**src/rtl/gate_unit_arbiter_if.sv**
```systemverilog
// Request/result bundle between the client blocks and gate_unit_arbiter.
// Clients sit on the master modport; the arbiter sits on the slave modport.
interface gate_unit_arbiter_if #(
  parameter int N_REQ = 4,
  parameter int WIDTH = 4
);
  localparam int IDW = $clog2(N_REQ);

  logic [N_REQ-1:0]       REQ;
  logic [3*N_REQ-1:0]     OP;
  logic [WIDTH*N_REQ-1:0] A;
  logic [WIDTH*N_REQ-1:0] B;
  logic [N_REQ-1:0]       GNT;
  logic [WIDTH-1:0]       RES;
  logic [IDW-1:0]         RES_ID;
  logic                   RES_VALID;
  logic                   RES_ACK;
  logic                   ERR;
  logic                   BUSY;

  modport master (
    output REQ, OP, A, B, RES_ACK,
    input  GNT, RES, RES_ID, RES_VALID, ERR, BUSY
  );

  modport slave (
    input  REQ, OP, A, B, RES_ACK,
    output GNT, RES, RES_ID, RES_VALID, ERR, BUSY
  );
endinterface

```
**src/rtl/gate_unit_arbiter.sv**
```systemverilog
// Round-robin arbiter sharing one registered bitwise gate unit among N_REQ clients.
// Each grant captures operands, computes the result next cycle, holds it until acked.
module gate_unit_arbiter #(
  parameter int N_REQ = 4,
  parameter int WIDTH = 4
) (
  input logic              CLK,
  input logic              RST,
  gate_unit_arbiter_if.slave bus
);
  localparam int IDW = $clog2(N_REQ);

  typedef enum logic [1:0] {
    IDLE = 2'd0,
    EXEC = 2'd1,
    RESP = 2'd2
  } state_t;

  state_t           state_q, state_d;
  logic [IDW-1:0]   ptr_q, ptr_d;
  logic [N_REQ-1:0] gnt_q, gnt_d;
  logic [2:0]       op_q, op_d;
  logic [WIDTH-1:0] a_q, a_d;
  logic [WIDTH-1:0] b_q, b_d;
  logic [IDW-1:0]   id_q, id_d;
  logic [WIDTH-1:0] res_q, res_d;
  logic [IDW-1:0]   res_id_q, res_id_d;
  logic             valid_q, valid_d;
  logic             err_q, err_d;

  logic [2:0]       op_arr [N_REQ];
  logic [WIDTH-1:0] a_arr  [N_REQ];
  logic [WIDTH-1:0] b_arr  [N_REQ];

  logic             found;
  logic [IDW-1:0]   win_idx;
  logic [IDW-1:0]   cand;
  logic [IDW:0]     sum;

  for (genvar g = 0; g < N_REQ; g++) begin : g_unpack
    assign op_arr[g] = bus.OP[3*g +: 3];
    assign a_arr[g]  = bus.A[WIDTH*g +: WIDTH];
    assign b_arr[g]  = bus.B[WIDTH*g +: WIDTH];
  end

  function automatic logic [WIDTH-1:0] gate_fn(input logic [2:0] op,
                                               input logic [WIDTH-1:0] a,
                                               input logic [WIDTH-1:0] b);
    case (op)
      3'd0:    return a & b;
      3'd1:    return a | b;
      3'd2:    return ~(a & b);
      3'd3:    return a ^ b;
      3'd4:    return ~(a ^ b);
      3'd5:    return ~a;
      3'd6:    return ~(a | b);
      default: return '0;
    endcase
  endfunction

  // First set REQ bit found scanning upward from ptr, wrapping at N_REQ.
  always_comb begin
    found   = 1'b0;
    win_idx = '0;
    cand    = '0;
    sum     = '0;
    for (int unsigned i = 0; i < N_REQ; i++) begin
      sum = {1'b0, ptr_q} + (IDW+1)'(i);
      if (sum >= (IDW+1)'(N_REQ)) sum = sum - (IDW+1)'(N_REQ);
      cand = sum[IDW-1:0];
      if (!found && bus.REQ[cand]) begin
        found   = 1'b1;
        win_idx = cand;
      end
    end
  end

  always_comb begin
    state_d  = state_q;
    ptr_d    = ptr_q;
    gnt_d    = '0;
    op_d     = op_q;
    a_d      = a_q;
    b_d      = b_q;
    id_d     = id_q;
    res_d    = res_q;
    res_id_d = res_id_q;
    valid_d  = valid_q;
    err_d    = err_q;
    case (state_q)
      IDLE: begin
        if (found) begin
          gnt_d[win_idx] = 1'b1;
          op_d    = op_arr[win_idx];
          a_d     = a_arr[win_idx];
          b_d     = b_arr[win_idx];
          id_d    = win_idx;
          ptr_d   = (win_idx == IDW'(N_REQ-1)) ? '0 : win_idx + IDW'(1);
          state_d = EXEC;
        end
      end
      EXEC: begin
        res_d    = gate_fn(op_q, a_q, b_q);
        res_id_d = id_q;
        valid_d  = 1'b1;
        err_d    = (op_q == 3'd7);
        state_d  = RESP;
      end
      RESP: begin
        if (bus.RES_ACK) begin
          valid_d = 1'b0;
          err_d   = 1'b0;
          state_d = IDLE;
        end
      end
      default: state_d = IDLE;
    endcase
  end

  always_ff @(posedge CLK or posedge RST) begin
    if (RST) begin
      state_q  <= IDLE;
      ptr_q    <= '0;
      gnt_q    <= '0;
      op_q     <= '0;
      a_q      <= '0;
      b_q      <= '0;
      id_q     <= '0;
      res_q    <= '0;
      res_id_q <= '0;
      valid_q  <= 1'b0;
      err_q    <= 1'b0;
    end else begin
      state_q  <= state_d;
      ptr_q    <= ptr_d;
      gnt_q    <= gnt_d;
      op_q     <= op_d;
      a_q      <= a_d;
      b_q      <= b_d;
      id_q     <= id_d;
      res_q    <= res_d;
      res_id_q <= res_id_d;
      valid_q  <= valid_d;
      err_q    <= err_d;
    end
  end

  assign bus.GNT       = gnt_q;
  assign bus.RES       = res_q;
  assign bus.RES_ID    = res_id_q;
  assign bus.RES_VALID = valid_q;
  assign bus.ERR       = err_q;
  assign bus.BUSY      = (state_q != IDLE);
endmodule

```
**src/flat_wrapper.sv**
```systemverilog
// flat-port wrapper written by rule: the top's interface ports become plain ports
module gate_unit_arbiter_flat 
#(
  parameter int N_REQ = 4,
  parameter int WIDTH = 4
)
  (CLK, RST, bus_REQ, bus_OP, bus_A, bus_B, bus_RES_ACK, bus_GNT, bus_RES, bus_RES_ID, bus_RES_VALID, bus_ERR, bus_BUSY);
  gate_unit_arbiter_if #(.N_REQ(N_REQ), .WIDTH(WIDTH)) bus_i ();
  input logic CLK;
  input logic RST;
  input wire logic [$bits(bus_i.REQ)-1:0] bus_REQ;
  input wire logic [$bits(bus_i.OP)-1:0] bus_OP;
  input wire logic [$bits(bus_i.A)-1:0] bus_A;
  input wire logic [$bits(bus_i.B)-1:0] bus_B;
  input wire logic [$bits(bus_i.RES_ACK)-1:0] bus_RES_ACK;
  output wire logic [$bits(bus_i.GNT)-1:0] bus_GNT;
  output wire logic [$bits(bus_i.RES)-1:0] bus_RES;
  output wire logic [$bits(bus_i.RES_ID)-1:0] bus_RES_ID;
  output wire logic [$bits(bus_i.RES_VALID)-1:0] bus_RES_VALID;
  output wire logic [$bits(bus_i.ERR)-1:0] bus_ERR;
  output wire logic [$bits(bus_i.BUSY)-1:0] bus_BUSY;
  assign bus_i.REQ = bus_REQ;
  assign bus_i.OP = bus_OP;
  assign bus_i.A = bus_A;
  assign bus_i.B = bus_B;
  assign bus_i.RES_ACK = bus_RES_ACK;
  assign bus_GNT = bus_i.GNT;
  assign bus_RES = bus_i.RES;
  assign bus_RES_ID = bus_i.RES_ID;
  assign bus_RES_VALID = bus_i.RES_VALID;
  assign bus_ERR = bus_i.ERR;
  assign bus_BUSY = bus_i.BUSY;
  gate_unit_arbiter #(.N_REQ(N_REQ), .WIDTH(WIDTH)) u_core (.CLK(CLK), .RST(RST), .bus(bus_i));
endmodule
```
**config.mk**
```make
export PLATFORM = sky130hd
export DESIGN_NAME = gate_unit_arbiter_flat
export DESIGN_NICKNAME = d
export VERILOG_FILES = /design/src/rtl/gate_unit_arbiter_if.sv /design/src/rtl/gate_unit_arbiter.sv /design/src/flat_wrapper.sv
export SDC_FILE = /design/constraint.sdc
export NUM_CORES = 1
export LEC_CHECK = 0
export CAP_MARGIN = 0
export CORE_UTILIZATION = 50
export CTS_BUF_LIST = sky130_fd_sc_hd__clkbuf_16
export DETAILED_ROUTE_END_ITERATION = 16
export HOLD_SLACK_MARGIN = 0.03
export PLACE_DENSITY_LB_ADDON = 0.08
export SYNTH_ARGS = -nofsm -noshare
export SYNTH_HDL_FRONTEND = slang
export SYNTH_SLANG_ARGS = --single-unit
```
**constraint.sdc**
```tcl
create_clock -name CLK -period 2.8 [get_ports CLK]
set_input_delay 0.56 -clock CLK [delete_from_list [all_inputs] [get_ports CLK]]
set_output_delay 0.56 -clock CLK [all_outputs]
set_load 0.03 [all_outputs]
```
==> results of run 1 <==
==> cells by family (layout without fill, tap and decap cells) <==
logic type	after synthesis	count (layout)	share of synthesized area, %
XOR/XNOR	1	1	0.440
adder cells (fa/ha/maj)	9	9	5.66
AND/OR/NAND/NOR	50	50	15.1
AO/OA/AOI/OAI	67	67	24.7
buffers and inverters	35	94	7.42
multiplexers	17	17	10.2
flip-flops	29	29	36.5
==> critical path: cells and delay by family <==
kind / cells / cell delay, ps
multiplexers: 1 / 370
buffers and inverters: 1 / 530
AND/OR/NAND/NOR: 3 / 750
AO/OA/AOI/OAI: 1 / 310
==> how the worst min path moves through the flow <==
stage                                     startpoint                         end  slack (ps)  cells past startpoint
after global routing      u_core.id_q[1]$_DFFE_PP0P_  u_core.id_q[1]$_DFFE_PP0P_         530                      1
after floorplan           u_core.id_q[1]$_DFFE_PP0P_  u_core.id_q[1]$_DFFE_PP0P_         450                      1
after CTS                 u_core.id_q[1]$_DFFE_PP0P_  u_core.id_q[1]$_DFFE_PP0P_         480                      1
after global placement    u_core.id_q[1]$_DFFE_PP0P_  u_core.id_q[1]$_DFFE_PP0P_         460                      1
after detailed placement  u_core.id_q[1]$_DFFE_PP0P_  u_core.id_q[1]$_DFFE_PP0P_         470                      1
final                     u_core.id_q[1]$_DFFE_PP0P_  u_core.id_q[1]$_DFFE_PP0P_         490                      1
==> state kept, by name, indices dropped and copies added, names as in the netlist <==
name / cells
u_core.bus.GNT: 4
u_core.bus.RES: 4
u_core.ptr_q: 2
u_core.id_q: 2
u_core.op_q: 3
u_core.state_q: 2
u_core.bus.ERR: 1
u_core.a_q: 4
u_core.bus.RES_ID: 2
u_core.b_q: 4
u_core.bus.RES_VALID: 1
==> metal layers <==
metal | vias to the layer above | wire (um)
li1 | 885 | -
met1 | 822 | 2030
met2 | 60 | 2200
met3 | 2 | 263
met4 | 0 | 27
met5 | - | 0
==> cells in the final DEF (no fill, tap or decap), types with 4 or more instances in the layout <==
master and n:
dfrtp_1 29, nor2_1 9, a21oi_1 19, nand4_1 10, mux2i_1 5, mux2_4 5, nand2b_1 4, o21ai_0 5
buf_4 6, ha_1 9, inv_1 17, nand2_1 8, nor2b_1 5, clkbuf_16 5, o31ai_1 11, clkdlybuf4s50_1 63
a221o_1 10, mux2_2 7
==> power by group <==
part | switching [mW] | internal [mW] | leakage [nW]
logic | 0.806 | 0.778 | 0.785
clock network | 0.166 | 0.320 | 0.0748
registers | 0.228 | 0.618 | 0.363
total | 1.20 | 1.72 | 1.22
==> cell type report <==
type                       count  area, um^2  share of cell area, %
multi-input combinational    144        1120                   40.2
clock inverter                 3        13.8                  0.495
inverter                      17        63.8                   2.29
timing repair buffer          69         676                   24.3
tap                           48        60.1                   2.16
clock buffer                   5         125                   4.50
sequential                    29         726                   26.1
==> metrics.md, run 1 <==
| Metric | Value |
|---|---|
| Final design utilization | 74.3% |
| Setup crit end | u_core.a_q[3]$_DFFE_PP0P_ |
| Initial DRC Count | ~150 |
| Fmax achieved | about 420 MHz |
| Final WL | approximately 4500 um |
| Reg2Reg Capture Point | u_core.a_q[3]$_DFFE_PP0P_ |
| Clock-pin slew reported for the worst setup and hold paths after clock tree synthesis | approximately 50 ps |
| Cell with the most instances after synthesis | dfrtp_1 |
| Global routing met3 resource utilization | roughly 6.4% |
| Slowest-stage cell, CP | clkdlybuf4s50_1 |
| IO buf count | 63 |
| Final instance area | roughly 2800 um^2 |
| Cts hold-fix bufs | 0 |
| Number of non-filler instances in the completed layout | 315 |
| Number of storage elements in the synthesis netlist | 29 |
| Number of nets at the end of the flow | approximately 330 |
| Number of unique standard cell types used by synthesis | 46 |
| Number of placed I/O pins | 64 |
| Least-Margin Pin Slew | ~800 ps |
| Global routing usage on met2 | between 30% and 40% |
| FF-to-FF setup slack | just over 800 ps |
| Number of instances resized during post-cts repair | 0 |
| Worst endpoint required time | between 2000 and 3000 ps |
| Post-synthesis net count | between 200 and 300 |
| Final worst slack | roughly 440 ps |
| Total design power | between 2 and 3 mW |
| Y dimension of the die | roughly 65 um |
| Die Outline Area | ~4200 um^2 |
| Classification of the worst-slack hold path | reg -> reg |
| Die Width | 65.1 um |
| Kind of critical path | in -> reg |
| Number of cell instances on the worst register-to-register path | 5 |
| Endpoints failing setup | 0 |
| Critical path capture point type | flip-flop |
| Total vias in the final route | approximately 1800 |
| TritonCTS Buffers | 5 |
| Outcome | complete, no violations |
| Placed cells | about 300 |
| Routability cong. | ~0.78 |
| Fraction of met1 tracks used by global routing | between 20 and 30% |
| Std-Cell Core Area | about 3700 um^2 |
| Time the worst path needs with I/O delays and setup | 2360 ps |
| Mean post-synth cell area | about 9.6 um^2 |
| Maximum root-to-sink buffer count | 2 |
| Worst path max stage delay | roughly 530 ps |
| Vias per cell | roughly 5.6 |
| Final hold slack | slightly below 500 ps |
| Root Buffer Master | clkbuf_16 |
| Effective utilization at floorplan | a little over half |
| Worst setup path start | bus_REQ[0] |
| Worst clock skew | around 2.4 ps |
| Library cell occupying the most area in the post-synthesis netlist | dfrtp_1 |
| Number of antenna violations at the first check in global routing | 0 |
| Number of optimization iterations in the first detailed-route pass | 4 |
| Number of enable flip-flop cells after synthesis | 0 |
| Dominant cells by area after synthesis | dfrtp_1, ha_1, a221o_1 |
| CTS tree | yes |
| Post-CTS Setup Bufs | 0 |
| Global route total overflow | 0 |
| Number of rows created at floorplan | 22 |
| Final critical-path share of the clock period | roughly 84% |
| Post-DP Area | about 2600 um^2 |
| Number of filler cells placed in the layout | between 200 and 300 |
| Most common library cells after synthesis | dfrtp_1, a21oi_1, inv_1 |
| Netlist Area Pre-Place | ~2000 um^2 |
| Worst endpoint data arrival time | around 2500 ps |
| Maximum net fanout on the critical path | 15 |
| Number of antenna-violating nets in the routed design | 0 |
| Number of sinks on the clock net | 29 |
| Total Negative Setup Slacks | 0 ps |
| Sequential-to-total area share from yosys stat | between 30% and 40% |
| First-pass GRT wire length | ~7400 um |
| Share of the synthesized area in the top cell type | 36.5% |
| Total GRT Usage | a little under a quarter |
| Share of final-layout standard cells stronger than drive strength 1 | 12.4% |
| Maximum number of pins on one net before global-route repair | 30 |
| Vias in the first global route | between 1500 and 2000 |
| Skew-Pair Late Insertion Delay | around 270 ps |
| Peak supply drop | around 0.00059 V |
| Count of max-cap constraint violations | 0 |
| Kind of start point of the critical path | input port |
| Total leakage power | about 1.2 nW |
| FFs w/ async S/R, synth | 100% |
| Post-Place Setup Slack | around 170 ps |
| Global routing's busiest layer | met2 |
| Average routed wire per standard cell | 14.3 um |
| Dominant register cell in the synthesized netlist | dfrtp_1 |
| Total inserted antenna cells | 0 |
| Remaining design rule violation count | 0 |
| R2R Path Start | u_core.ptr_q[1]$_DFFE_PP0P_ |
| Slew Limit Fails | 0 |
| Cell-by-cell trace of the critical path | clkdlybuf4s50_1 > nand2_1 > or2_2 > nand3_4 > mux2_2 > a221o_1 |
| Setup repair after global routing missed its margin | no |
| Headroom to the max-slew limit | approximately 47% |
| Power per unit of standard cell area | 1050 nW/um^2 |
| H-tree depth | 2 |
| Hold violation total from the final report | 0 |
| Post-synthesis instance total | about 210 |
| P&R area growth vs syn | 39.7% |
| Estimated wirelength of the detail-placed design | about 3400 um |
| Number of warnings issued by yosys | 0 |
Note: power is estimated with default switching activity, not from simulation.
==> run 2, diff against run 1 <==
--- a/config.mk
+++ b/config.mk
@@ -6,7 +6,7 @@
 export NUM_CORES = 1
 export LEC_CHECK = 0
 export CAP_MARGIN = 0
-export CORE_UTILIZATION = 50
+export CORE_UTILIZATION = 42
 export CTS_BUF_LIST = sky130_fd_sc_hd__clkbuf_16
 export DETAILED_ROUTE_END_ITERATION = 16
 export HOLD_SLACK_MARGIN = 0.03
==> constraint.sdc (replaced) <==
create_clock -name CLK -period 2 [get_ports CLK]
set_input_delay 0.4 -clock CLK [delete_from_list [all_inputs] [get_ports CLK]]
set_output_delay 0.4 -clock CLK [all_outputs]
set_load 0.03 [all_outputs]
==> run 2 against run 1 <==
  * Via count grew 2.9%
  * Hold slack gained 0.81 ps
  * Count of clock-buffer cells in the layout is the same
  * Global-route usage shrank 2.1 points
  * Non-clock buffer count grew 14
  * Critical endpoint is now u_core.b_q[0]$_DFFE_PP0P_
  * Largest cell class unchanged
==> metrics.md, run 2 (same netlist as run 1, synthesis figures left out) <==
| Metric | Value |
|---|---|
| Number of nets at the end of the flow | 341 (+4.6%) |
| Post-DP Area | 2770 um^2 (+4.6%) |
| Number of non-filler instances in the completed layout | 334 (+6.0%) |
| Endpoints failing setup | 0 (unchanged) |
| Number of antenna-violating nets in the routed design | 0 (unchanged) |
| Cells on Worst Hold Path | 1 (unchanged) |
| Maximum root-to-sink buffer count | 2 (unchanged) |
| Share of final-layout standard cells stronger than drive strength 1 | 17.4% (+5.0 points) |
| Time the worst path needs with I/O delays and setup | around 1900 ps |
| Number of optimization iterations in the first detailed-route pass | 6 (+2) |
| Final critical-path share of the clock period | about 97% |
| H-tree depth | 2 (unchanged) |
| Power per unit of standard cell area | 1460 nW/um^2 (+39%) |
| Kind of start point of the critical path | input port |
| Clock Power Share | 15.9% (-0.8 points) |
| Remaining design rule violation count | 0 (unchanged) |
| Number of placed I/O pins | 64 (unchanged) |
| Clock-pin slew reported for the worst setup and hold paths after clock tree synthesis | 50 ps (about the same) |
| Post-CTS Setup Bufs | 0 (unchanged) |
| Root Buffer Master | clkbuf_16 |
| Final WL | 4820 um (+6.8%) |
| Maximum net fanout on the critical path | 6 (-9) |
| First-pass GRT wire length | 8070 um (+9.2%) |
| Number of rows created at floorplan | 24 (+9.1%) |
| Internal power of the cells | 2.55 mW (+49%) |
| Fraction of power spent switching nets | 40.5% (-0.60 points) |
| Fmax achieved | 518 MHz |
| Sequential Power Share | 27.7% (-1.3 points) |
| Estimated wirelength of the detail-placed design | 3630 um (+7.6%) |
| Total vias in the final route | 1820 (+2.9%) |
| Switching power of the nets | 1.74 mW (+45%) |
| Skew-Pair Late Insertion Delay | 270 ps (about the same) |
| CTS tree | yes |
| Total inserted antenna cells | 0 (unchanged) |
| Leading cell type in the layout, fill and taps excluded | clkdlybuf4s50_1 |
| Routability cong. | 0.797 (+1.7%) |
| Die Outline Area | 5020 um^2 (+18%) |
| Total leakage power | 1.31 nW (+7.5%) |
| Most frequent cells in the layout | clkdlybuf4s50_1, dfrtp_1, inv_1, buf_4, a21oi_1 |
| Global route total overflow | 0 (unchanged) |
| IO buf count | 63 (unchanged) |
| Outcome | complete, no violations |
| Worst endpoint data arrival time | 2080 ps (-430 ps) |
| Initial DRC Count | 116 (-21%) |
| Kind of critical path | in -> reg |
| Worst endpoint required time | 2150 ps (-800 ps) |
| TritonCTS Buffers | 5 (unchanged) |
| Total GRT Usage | 20.9% (-2.1 points) |
| Setup repair after global routing missed its margin | no |
| Total design power | 4.29 mW (+47%) |
| Hold violation total from the final report | 0 (unchanged) |
| Average routed wire per standard cell | 14.4 um (+0.73%) |
| Number of sinks on the clock net | 29 (unchanged) |
| Y dimension of the die | 70.8 um (+8.8%) |
| Number of cell instances on the worst register-to-register path | 5 (unchanged) |
| Critical path capture point type | flip-flop |
| Die Width | 70.8 um (+8.8%) |
| Final hold slack | 487 ps (+0.812 ps) |
| Worst clock skew | 0.755 ps (-1.67 ps) |
| Maximum number of pins on one net before global-route repair | 30 (unchanged) |
| Count of max-cap constraint violations | 0 (unchanged) |
| Portion of total power attributed to combinational logic | 56.4% (+2.1 points) |
| Std-Cell Core Area | 4440 um^2 (+19%) |
| Vias in the first global route | 1737 (+5.6%) |
| P&R area growth vs syn | 48.0% |
| Slew Limit Fails | 0 (unchanged) |
| Final instance area | 2950 um^2 (+5.9%) |
| Placed cells | 325 (+5.9%) |
| Peak supply drop | 0.000771 V (+30%) |
| Least-Margin Pin Slew | 656 ps (-144 ps) |
| Effective utilization at floorplan | 44.8% (-8.4 points) |
| Number of antenna violations at the first check in global routing | 0 (unchanged) |
| Classification of the worst-slack hold path | reg -> reg |
| Headroom to the max-slew limit | 56.1% (+9.5 points) |
| Number of filler cells placed in the layout | 362 (+29%) |
| Vias per cell | 5.45 (-3.0%) |
| Cts hold-fix bufs | 0 (unchanged) |
run 2: cell types whose count changed in the layout (fill, tap and decap cells not counted), sizes merged:
| cell | delta |
|---|---|
| inv | +2 |
| nand3 | +1 |
| buf | +14 |
| dlymetal6s2s | +1 |
| clkdlybuf4s50 | -1 |
| clkinv | -2 |
run 2: path summary, 6_finish.rpt:
check / from / end / slack (ps)
min in group asynchronous: RST / u_core.bus.RES_VALID$_DFFE_PP0P_ / 500
worst max-delay path: bus_REQ[3] / u_core.b_q[0]$_DFFE_PP0P_ / 70
max in group asynchronous: RST / u_core.bus.ERR$_DFFE_PP0P_ / 1230
worst min register to register: u_core.id_q[1]$_DFFE_PP0P_ / u_core.id_q[1]$_DFFE_PP0P_ / 490
worst max register to register: u_core.ptr_q[1]$_DFFE_PP0P_ / u_core.b_q[0]$_DFFE_PP0P_ / 160
worst min-delay path: u_core.id_q[1]$_DFFE_PP0P_ / u_core.id_q[1]$_DFFE_PP0P_ / 490
run 2: final cells by class:
cell class	count	area, um^2	area share, %
clock buffers	5	125	4.25
multi-input cells	145	1160	39.2
clock inverters	3	11.3	0.382
flip-flops and latches	29	726	24.6
inverters	17	63.8	2.17
repair buffers	83	800	27.1
well taps	52	65.1	2.21
run 2: through the flow:
step	utilization [%]	setup TNS, ps	worst slack (ps)
6_report	66.3	0	68.4
5_1_grt	66.3	0	3.77
4_1_cts	65.7	-1.73	-1.32
3_5_place_dp	62.2	-4140	-323
3_3_place_gp	62.2	-3590	-283
2_1_floorplan	-	0	173
run 2: critical path, stage by stage:
cell and delay (ps):
clkdlybuf4s50_1 540, or2_4 350, nand3_4 130, mux2_2 340, a221o_1 320
run 2: power groups by stage:
stage | Combinational, mW | Clock [mW] | Sequential [mW]
6_report | 2.42 | 0.684 | 1.19
5_1_grt | 2.66 | 0.726 | 1.23
4_1_cts | 2.41 | 0.696 | 1.19
3_5_place_dp | 2.37 | 0 | 1.19
3_3_place_gp | 2.31 | 0 | 1.18
2_1_floorplan | 1.56 | 0 | 1.23
run 2: what timing repair did:
action / 4_1_cts / 5_1_grt
resized for setup: 1 / 9
pin swaps: 1 / 0
gates cloned: 1 / 0
hold endpoints to repair: 0 / 0
setup endpoints to repair: 5 / 13
run 2: routing by layer:
layer	up-vias	share of wire, %	track usage [%]
li1	918	-	-
met1	842	46	27.5
met2	53	46	33.1
met3	7	5.8	4.84
met4	0	1.4	8.67
met5	-	0	0
==> run 3, diff against run 2 <==
--- a/config.mk
+++ b/config.mk
@@ -6,11 +6,12 @@
 export NUM_CORES = 1
 export LEC_CHECK = 0
 export CAP_MARGIN = 0
-export CORE_UTILIZATION = 42
+export CORE_UTILIZATION = 40
 export CTS_BUF_LIST = sky130_fd_sc_hd__clkbuf_16
 export DETAILED_ROUTE_END_ITERATION = 16
 export HOLD_SLACK_MARGIN = 0.03
 export PLACE_DENSITY_LB_ADDON = 0.08
+export SLEW_MARGIN = 20
 export SYNTH_ARGS = -nofsm -noshare
 export SYNTH_HDL_FRONTEND = slang
 export SYNTH_SLANG_ARGS = --single-unit
==> constraint.sdc (replaced) <==
create_clock -name CLK -period 2 [get_ports CLK]
set_input_delay 0.4 -clock CLK [delete_from_list [all_inputs] [get_ports CLK]]
set_output_delay 0.4 -clock CLK [all_outputs]
set_load 0.01 [all_outputs]
==> run 3 against run 2 <==
  * First-iteration DRC count shrank 26%
  * Sequential cell count is the same
  * Clock skew increased by 3.1 ps
  * Highest routed layer unchanged
==> metrics.md, run 3 (same netlist as run 1, synthesis figures left out) <==
| Metric | Value |
|---|---|
| Post-DP Area | 2790 um^2 (+0.95%) |
| Footprint of the multi-input gates | 1160 um^2 (+0.54%) |
| CTS tree | yes |
| Worst endpoint data arrival time | 2100 ps (+20 ps) |
| Count of max-cap constraint violations | 0 (unchanged) |
| Endpoints failing setup | 0 (unchanged) |
| FF/Latch Area | 726 um^2 (unchanged) |
| Vias per cell | 5.18 (-4.9%) |
| Hold violation total from the final report | 0 (unchanged) |
| Y dimension of the die | 72.5 um (+2.4%) |
| Fmax achieved | 515 MHz (-0.45%) |
| Number of cell instances on the worst register-to-register path | 5 (unchanged) |
| Number of filler cells placed in the layout | 449 (+24%) |
| Routed met1 length | 2190 um (-1.9%) |
| First-pass GRT wire length | 8380 um (+3.8%) |
| Share of final-layout standard cells stronger than drive strength 1 | 19.1% (+1.7 points) |
| FF-to-FF setup slack | 150 ps (about the same) |
| Number of antenna violations at the first check in global routing | 0 (unchanged) |
| Cells on Worst Hold Path | 2 (+1) |
| Global route total overflow | 0 (unchanged) |
| Number of optimization iterations in the first detailed-route pass | 4 (-2) |
| Final instance area | 2980 um^2 (+1.1%) |
| Effective utilization at floorplan | 41.9% (-2.9 points) |
| Power per unit of standard cell area | 1390 nW/um^2 (-4.8%) |
| Total GRT Usage | 20.7% (-0.14 points) |
| Worst endpoint required time | 2160 ps (about the same) |
| Average routed wire per standard cell | 13.7 um (-4.9%) |
| Die Outline Area | 5260 um^2 (+4.9%) |
| Clock-pin slew reported for the worst setup and hold paths after clock tree synthesis | 50 ps (about the same) |
| H-tree depth | 2 (unchanged) |
| Leading cell type in the layout, fill and taps excluded | clkdlybuf4s50_1 |
| Routability cong. | 0.747 (-6.2%) |
| Skew-Pair Late Insertion Delay | 280 ps (about the same) |
| Worst clock skew | 3.88 ps (+3.13 ps) |
| Metal3 WL | 267 um (-4.3%) |
| Total leakage power | 1.32 nW (+0.74%) |
| Total inserted antenna cells | 0 (unchanged) |
| Headroom to the max-slew limit | 58.5% (+2.4 points) |
| Time the worst path needs with I/O delays and setup | 1940 ps (+8.74 ps) |
| R2R Path Start | u_core.ptr_q[1]$_DFFE_PP0P_ |
| Hold Path Origin | u_core.id_q[0]$_DFFE_PP0P_ |
| Root Buffer Master | clkbuf_16 |
| Classification of the worst-slack hold path | reg -> reg |
| Number of antenna-violating nets in the routed design | 0 (unchanged) |
| Vias in the first global route | 1773 (+2.1%) |
| Number of non-filler instances in the completed layout | 350 (+4.8%) |
| Maximum net fanout on the critical path | 6 (unchanged) |
| Maximum number of pins on one net before global-route repair | 30 (unchanged) |
| Final worst slack | 59.6 ps (-8.74 ps) |
| Peak supply drop | 0.000745 V (-3.4%) |
| TritonCTS Buffers | 5 (unchanged) |
| IO buf count | 63 (unchanged) |
| Kind of start point of the critical path | input port |
| Number of rows created at floorplan | 25 (+4.2%) |
| P&R area growth vs syn | 49.7% |
| Number of sinks on the clock net | 29 (unchanged) |
| Initial DRC Count | 86 (-26%) |
| Least-Margin Pin Slew | 623 ps (-33.4 ps) |
| Most frequent cells in the layout | clkdlybuf4s50_1, dfrtp_1, buf_4, inv_1, a21oi_1 |
| Post-Place Setup Slack | -363 ps (-39.4 ps) |
| Final hold slack | 482 ps (-4.73 ps) |
| End point of the most critical hold path | u_core.id_q[0]$_DFFE_PP0P_ |
| WL met2 | 2270 um (+1.2%) |
| Max layer used | met4 |
| Critical path capture point type | flip-flop |
| Final design utilization | 62.7% (-3.6 points) |
| Kind of critical path | in -> reg |
| Die Width | 72.5 um (+2.4%) |
| Final critical-path share of the clock period | 97.0% (+0.44 points) |
| Outcome | complete, no violations |
| Maximum root-to-sink buffer count | 2 (unchanged) |
| Reg2Reg Capture Point | u_core.b_q[2]$_DFFE_PP0P_ |
| Number of nets at the end of the flow | 342 (+0.29%) |
| Placed cells | 341 (+4.9%) |
| Slew Limit Fails | 0 (unchanged) |
| Remaining design rule violation count | 0 (unchanged) |
| Std-Cell Core Area | 4750 um^2 (+7.0%) |
| Total vias in the final route | 1814 (-0.33%) |
| Total Negative Setup Slacks | 0 ps (unchanged) |
| Final WL | 4800 um (-0.39%) |
| Total design power | 4.13 mW (-3.7%) |
| Estimated wirelength of the detail-placed design | 3560 um (-2.0%) |
| Number of placed I/O pins | 64 (unchanged) |
run 3: cell types whose count changed in the layout (fill, tap and decap cells not counted), sizes merged:
cell	delta
inv	-2
dlymetal6s2s	+1
clkdlybuf4s50	-1
buf	+1
clkinv	+2
run 3: what timing repair did:
action	4_1_cts	5_1_grt
hold buffers	0	0
hold endpoints to repair	0	0
buffers inserted	0	0
gates cloned	1	0
pin swaps	1	0
setup endpoints to repair	11	11
resized for setup	5	7
run 3: power breakdown:
group	internal, mW	switching (mW)	leakage [nW]
sequential	0.864	0.323	0.363
combinational	1.24	0.998	0.886
clock	0.450	0.252	0.0748
run 3: metal layers:
layer,vias to the layer above,global-route usage [%]
li1,918,-
met5,-,0
met3,8,5.56
met1,834,26.7
met4,0,6.54
met2,54,34.0
run 3: layout make-up:
type                            instances  area share, %
Clock inverter                          3          0.462
Clock buffer                            5           4.20
Sequential cell                        29           24.3
Multi-Input combinational cell        145           39.0
Timing Repair Buffer                   84           27.0
Tap cell                               67           2.81
Inverter                               17           2.14
run 3: how the worst max path moves through the flow:
stage / slack, ps / start / end / depth (start not counted)
4_1_cts: 7 / bus_REQ[2] / u_core.b_q[2]$_DFFE_PP0P_ / 6
6_report: 60 / bus_REQ[3] / u_core.b_q[2]$_DFFE_PP0P_ / 6
5_1_grt: -1 / bus_REQ[3] / u_core.a_q[0]$_DFFE_PP0P_ / 8
3_3_place_gp: -330 / bus_REQ[2] / u_core.b_q[1]$_DFFE_PP0P_ / 6
3_5_place_dp: -360 / bus_REQ[2] / u_core.b_q[2]$_DFFE_PP0P_ / 6
2_1_floorplan: 170 / u_core.ptr_q[1]$_DFFE_PP0P_ / u_core.a_q[0]$_DFFE_PP0P_ / 6
run 3: worst max-delay path, cell delays in order:
cell	delay, ps
clkdlybuf4s50_1	480
buf_4	180
a21o_4	230
nand3_4	130
mux2_2	340
a221o_1	330
